--- src/rtl/phase_diff_peak.sv ---
// Peak-bin search over framed polar FFT beats with wrapped phase differences (channels 1.. vs channel 0).
// Optional macro PDP_MAG_SUM_EN: peak metric is the sum of all channel magnitudes instead of channel 0 alone.
module phase_diff_peak #(
    parameter int CHANNELS   = 4,
    parameter int DATA_WIDTH = 32,
    parameter int FFT_SIZE   = 1024,
    parameter int MIN_BIN    = 1,
    parameter int MAX_BIN    = 511,
    parameter int MAG_THRESH = 64,
    parameter int PI_Q       = 25736,
    localparam int BIN_W     = $clog2(FFT_SIZE)
) (
    input  logic                           clk_in,
    input  logic                           rst_in,
    input  logic [CHANNELS*DATA_WIDTH-1:0] data_in,
    input  logic                           valid_in,
    input  logic                           last_in,
    output logic [BIN_W-1:0]               bin_out,
    output logic [15:0]                    mag_out,
    output logic [(CHANNELS-1)*16-1:0]     phase_out,
    output logic                           valid_out,
    input  logic                           ready_in,
    output logic                           overrun_out
);

`ifdef PDP_MAG_SUM_EN
    localparam int MET_W = 16 + $clog2(CHANNELS);
`else
    localparam int MET_W = 16;
`endif
    localparam int PH_W = CHANNELS * 16;
    localparam int DF_W = (CHANNELS - 1) * 16;

    localparam logic [BIN_W-1:0]   MIN_B  = BIN_W'(MIN_BIN);
    localparam logic [BIN_W-1:0]   MAX_B  = BIN_W'(MAX_BIN);
    localparam logic [BIN_W-1:0]   LAST_B = BIN_W'(FFT_SIZE - 1);
    localparam logic [MET_W-1:0]   THRESH = MET_W'(MAG_THRESH);
    localparam logic signed [16:0] PI_P   = 17'(PI_Q);
    localparam logic signed [16:0] PI_N   = -PI_P;
    localparam logic signed [16:0] TWO_PI = 17'(2 * PI_Q);

    // Beat unpacking and peak metric
    logic [PH_W-1:0]  w_phases;
    logic [MET_W-1:0] w_metric;
    logic             w_unused_data;

    always_comb begin
        w_phases = '0;
        for (int i = 0; i < CHANNELS; i++)
            w_phases[16*i +: 16] = data_in[DATA_WIDTH*i + 16 +: 16];
    end

`ifdef PDP_MAG_SUM_EN
    always_comb begin
        w_metric = '0;
        for (int i = 0; i < CHANNELS; i++)
            w_metric = w_metric + MET_W'(data_in[DATA_WIDTH*i +: 16]);
    end
`else
    assign w_metric = data_in[15:0];
`endif

    assign w_unused_data = ^data_in;

    // Accumulator: running peak over the current frame
    logic [BIN_W-1:0] r_bin;
    logic             r_seen;
    logic [MET_W-1:0] r_max;
    logic [BIN_W-1:0] r_cap_bin;
    logic [PH_W-1:0]  r_cap_ph;

    logic             w_eligible;
    logic             w_take;
    logic             w_end;
    logic             w_seen_nx;
    logic [MET_W-1:0] w_max_nx;
    logic [BIN_W-1:0] w_bin_nx;
    logic [PH_W-1:0]  w_ph_nx;

    assign w_eligible = (r_bin >= MIN_B) && (r_bin <= MAX_B);
    // Strict '>' keeps the lowest bin on ties.
    assign w_take     = valid_in && w_eligible && (!r_seen || (w_metric > r_max));
    assign w_end      = valid_in && (last_in || (r_bin == LAST_B));
    assign w_seen_nx  = r_seen || w_take;
    assign w_max_nx   = w_take ? w_metric : r_max;
    assign w_bin_nx   = w_take ? r_bin    : r_cap_bin;
    assign w_ph_nx    = w_take ? w_phases : r_cap_ph;

    // Completed-frame result, valid for exactly one cycle after the frame-end beat
    logic             r_f_valid;
    logic [BIN_W-1:0] r_f_bin;
    logic [MET_W-1:0] r_f_met;
    logic [PH_W-1:0]  r_f_ph;

    always_ff @(posedge clk_in) begin
        if (rst_in) begin
            r_bin     <= '0;
            r_seen    <= 1'b0;
            r_max     <= '0;
            r_cap_bin <= '0;
            r_cap_ph  <= '0;
            r_f_valid <= 1'b0;
            r_f_bin   <= '0;
            r_f_met   <= '0;
            r_f_ph    <= '0;
        end else begin
            r_f_valid <= 1'b0;
            if (valid_in) begin
                r_cap_bin <= w_bin_nx;
                r_cap_ph  <= w_ph_nx;
                if (w_end) begin
                    r_bin     <= '0;
                    r_seen    <= 1'b0;
                    r_max     <= '0;
                    r_f_valid <= w_seen_nx && (w_max_nx >= THRESH);
                    r_f_bin   <= w_bin_nx;
                    r_f_met   <= w_max_nx;
                    r_f_ph    <= w_ph_nx;
                end else begin
                    r_bin  <= r_bin + BIN_W'(1);
                    r_seen <= w_seen_nx;
                    r_max  <= w_max_nx;
                end
            end
        end
    end

    // Wrapped difference: 17-bit raw diff folded once into [-PI_Q, PI_Q).
    function automatic logic [15:0] wrap_diff(input logic [15:0] ph_k, input logic [15:0] ph_0);
        logic signed [16:0] d;
        d = $signed({ph_k[15], ph_k}) - $signed({ph_0[15], ph_0});
        if (d >= PI_P)
            d = d - TWO_PI;
        else if (d < PI_N)
            d = d + TWO_PI;
        return d[15:0];
    endfunction

    logic [DF_W-1:0] w_diff;
    logic [15:0]     w_f_mag;

    always_comb begin
        w_diff = '0;
        for (int k = 1; k < CHANNELS; k++)
            w_diff[16*(k-1) +: 16] = wrap_diff(r_f_ph[16*k +: 16], r_f_ph[15:0]);
    end

`ifdef PDP_MAG_SUM_EN
    assign w_f_mag = (r_f_met > MET_W'(17'h0FFFF)) ? 16'hFFFF : r_f_met[15:0];
`else
    assign w_f_mag = r_f_met;
`endif

    // Output handshake: data is stable while valid_out && !ready_in; a transfer happens on
    // valid_out && ready_in, and a new result may load in that same cycle. A result arriving
    // while the held one is not accepted is dropped and flagged with a one-cycle overrun pulse.
    logic             r_valid_out;
    logic [BIN_W-1:0] r_bin_out;
    logic [15:0]      r_mag_out;
    logic [DF_W-1:0]  r_phase_out;
    logic             r_overrun;
    logic             w_accept;
    logic             w_load;

    assign w_accept = r_valid_out && ready_in;
    assign w_load   = r_f_valid && (!r_valid_out || ready_in);

    always_ff @(posedge clk_in) begin
        if (rst_in) begin
            r_valid_out <= 1'b0;
            r_bin_out   <= '0;
            r_mag_out   <= '0;
            r_phase_out <= '0;
            r_overrun   <= 1'b0;
        end else begin
            r_overrun <= r_f_valid && r_valid_out && !ready_in;
            if (w_load) begin
                r_valid_out <= 1'b1;
                r_bin_out   <= r_f_bin;
                r_mag_out   <= w_f_mag;
                r_phase_out <= w_diff;
            end else if (w_accept) begin
                r_valid_out <= 1'b0;
            end
        end
    end

    assign valid_out   = r_valid_out;
    assign bin_out     = r_bin_out;
    assign mag_out     = r_mag_out;
    assign phase_out   = r_phase_out;
    assign overrun_out = r_overrun;

endmodule

--- config.mk ---
export PLATFORM = sky130hd
export DESIGN_NAME = phase_diff_peak
export DESIGN_NICKNAME = d
export VERILOG_FILES = /design/src/rtl/phase_diff_peak.sv
export SDC_FILE = /design/constraint.sdc
export NUM_CORES = 1
export LEC_CHECK = 0
export BUFFER_PORTS_ARGS = -buffer_cell sky130_fd_sc_hd__buf_2
export CAP_MARGIN = 20
export CORE_MARGIN = 3
export CORE_UTILIZATION = 54
export CTS_BUF_LIST = sky130_fd_sc_hd__clkbuf_8
export DETAILED_ROUTE_END_ITERATION = 8
export PLACE_DENSITY = 0.76
export SETUP_SLACK_MARGIN = 0.05
export SYNTH_ARGS = -nofsm -noshare
export SYNTH_HDL_FRONTEND = slang
export SYNTH_SLANG_ARGS = --single-unit
--- constraint.sdc ---
create_clock -name clk_in -period 3.4 [get_ports clk_in]
set_input_delay 0.68 -clock clk_in [delete_from_list [all_inputs] [get_ports clk_in]]
set_output_delay 0.68 -clock clk_in [all_outputs]
set_load 0.005 [all_outputs]
==> results.toml <==
[logic_synthesis]
muxShareOfSynthArea_pct = 6.86
yosysWarnings = 0
synth_compound_area_share_pct = 24.1
synth_top_family_by_area = "compound AO/OA/AOI/OAI gates"
synth_area_leaders = "dfxtp_1, mux2i_1, nor2_1, ha_1, a211oi_1"
synthArstFlopShare_pct = 0
syn-num-nets = 1921
yosysSeqAreaShare_pct = 36.6
yosys.area.top_type = "dfxtp_1"
post-synth-top-area-fraction_pct = 36.6
syn_inst = 1712
postSynthRegisterBits = 268
yosys.area_share.simple_pct = 18.1
ys_types = 91
synth_adder_area_share_pct = 6.64
synth_area_per_cell_sq_um = 8.56
syn-cell-area_sq_um = 14700
ys.flop_type = "dfxtp_1"
synth_edf_count = 0
synthXorXnorAreaFrac_pct = 3.05

[clock_network]
clk_path_buf_depth = 3
clock_latency_ns = 0.58
path_clk_slew_ns = 0.06
ctsHtreeMaxLevel = 2
clkSinkCount = 268
numCtsBuffers = 46
cts_tree = "yes"
root_buffer = "clkbuf_8"

[hold_path]
min_path_type = "primary input to flop"
min_delay_path_depth = 3
worstHoldStart = "data_in[125]"
min_to = "r_cap_ph[61]"

[sta]
worst_slack_ns = -0.169
drv_slew = 0
worstMarginPinSlew_ns = 0.853
fmax_mhz = 280
rsz0062_at_grt = "yes"
fin_skew_ns = 0.0188
fin_crit_sh_pct = 105
relSlewSlack_pct = 43.1
layout_min_cycle_time_ns = 3.57
setup_viol = 21
finalHoldViolCount = 0

[route]
postRouteAntennaNets = 0
drc = 0
vias = 14200
first_pass_iters = 5
routed_via_density = 5.95
wl_mm = 44.7
drt_iter0_markers = 1362
wl_per_cell_um = 18.7

[placement]
numPortBuffers = 160
gp_congestion = 0.936
placed_area_sq_um = 17000
dp.final_hpwl_mm = 31.3

[critical_path]
rr_startpoint = "r_f_ph[0]"
rrSetupSlack_ns = -0.17
max_stage_delay_ns = 0.41
crit_fanout = 4
rr_endpoint = "phase_out[7]"
cp-end-kind = "flop"
required_ns = 3.85
cp.arrival_ns = 4.02
reg2reg_depth = 14
crit_chain = "ha_2, inv_1, fa_2, a21o_1, a31o_1, and3_4, o311a_4, or3_4, a21oi_4, a221oi_4, buf_4, o32ai_2, xnor2_1, o21ai_0"
crit_slowest_cell = "or3_4"
start_kind = "flop"
worstSetupPathType = "flop to flop"

[die]
die_w_um = 171
core_sq_um = 26400
ios = 209
initial_core_util_pct = 55.6
num_rows = 59
die_y_um = 171
die_area_sq_um = 29100

[power]
netSwitchingFraction_pct = 35.7
p_int_mw = 7.15
power.total_mw = 11.1
clock_power_share_pct = 27.3
power.switching_mw = 3.97
leakage_nw = 8.44
powerDensity_nw_per_um2 = 578
peakVddDrop_v = 0.000358
share_comb_of_total_power_pct = 42.8
pwr-share-seq_pct = 29.9

[final_layout]
final_nets = 2232
finish.instance_area_sq_um = 19200
mostFrequentLayoutCell = "dfxtp_1"
drive_above_1_share_pct = 31.2
final_cell_mix = "dfxtp_1, nor2_1, buf_4"
area_growth_pct = 31.3

[global_route]
antenna_found_initial = 1
grtUsageTotal_pct = 29.1
grt-ovfl-total = 0
grt_pass1_vias = 13100
grt_pass1_wl_mm = 68.7
grt_start_max_net_pins = 201

[run]
maxCapViolCount = 0

[outcome]
violations = "negative setup slack"
outcome = "complete, but fails checks"
## kinds of logic (layout without fill, tap and decap cells)
kind of cell	after synthesis	count (layout)
other	0	1
xor gates and xnor gates	51	51
buffers and inverters	169	513
AOI/OAI and AO/OA	474	474
muxes	100	100
and+or+nand+nor	574	574
DFF	268	268
adders and majority gates	76	76
## sequential cells by signal, summed over array words and instances, names as in the netlist, 10 cells and up
register   cells
phase_out     48
r_max         16
r_cap_ph      64
r_f_met       16
r_f_ph        64
mag_out       16
r_cap_bin     10
r_f_bin       10
bin_out       10
r_bin         10
## stage by stage
stage                     setup TNS [ns]  instances  setup slack (ns)  hold WS, ns  utilization (%)
after floorplan                  -0.0144       1712           -0.0144        0.432                -
after global placement             -1.34       2276            -0.152        0.432             64.5
after detailed placement           -2.58       2276            -0.169        0.437             64.5
after CTS                         -0.541       2371           -0.0661        0.342             69.8
after global routing               -4.69       2392            -0.235        0.378             73.0
final                              -1.77       2392            -0.169        0.374             73.0
## cell usage after synthesis (all sizes together), types with 18 or more instances
master / count
a211oi: 115
a21o: 22
a21oi: 82
and3: 21
buf: 26
clkbuf: 82
dfxtp: 268
ha: 73
inv: 60
mux2i: 97
nand2: 132
nand3: 30
nor2: 248
nor3: 26
o211ai: 19
o21a: 18
o21ai: 49
o31ai: 24
xnor2: 32
xor2: 19
## worst max-delay path: cells and delay by family (launching register included)
kind / cells / cell delay [ns]
buffers and inverters: 2 / 0.21
DFF: 1 / 0.40
adders and majority gates: 2 / 0.53
and+or+nand+nor: 2 / 0.59
xor gates and xnor gates: 1 / 0.19
AOI/OAI and AO/OA: 7 / 1.53
## power by group through the flow
stage | logic [mW] | clock network, mW | registers, mW
after floorplan | 2.30 | 0 | 3.37
after global placement | 3.56 | 0 | 3.39
after detailed placement | 3.63 | 0 | 3.39
after CTS | 4.00 | 3.09 | 3.33
after global routing | 5.10 | 3.22 | 3.34
final | 4.76 | 3.04 | 3.33
## worst max path at each step
stage               startpoint             to  slack, ns
finish               r_f_ph[0]   phase_out[7]      -0.17
global route         r_f_ph[0]  phase_out[12]      -0.23
CTS                 r_f_ph[48]  phase_out[45]      -0.07
detailed placement   r_f_ph[1]  phase_out[46]      -0.17
global placement     r_f_ph[0]  phase_out[46]      -0.15
floorplan            r_f_ph[0]  phase_out[15]      -0.01
## layout make-up
cell class / count / area [sq um]
Inverter: 61 / 231
Timing Repair Buffer: 371 / 2600
Clock inverter: 28 / 224
Multi-Input combinational cell: 1275 / 9660
Clock buffer: 53 / 729
Fill cell: 1959 / 7120
Tap cell: 335 / 419
Sequential cell: 268 / 5370
Antenna cell: 1 / 2.50
## what timing repair did
item / in CTS / in global routing
pin swaps: 46 / 71
resized for setup: 74 / 146
hold buffers: 0 / 0
setup endpoints to repair: 34 / 36
hold endpoints to repair: 0 / 0
buffers inserted: 14 / 23
## per-layer routing
metal  up-vias  GRT usage, %  wire length [um]
met3        99          4.34              2970
met4         0          10.0              1310
met2       517          45.2             20200
met5         -             0                 0
met1      6699          41.3             20300
li1       6908             -                 -
(Power assumes the default switching activity.)
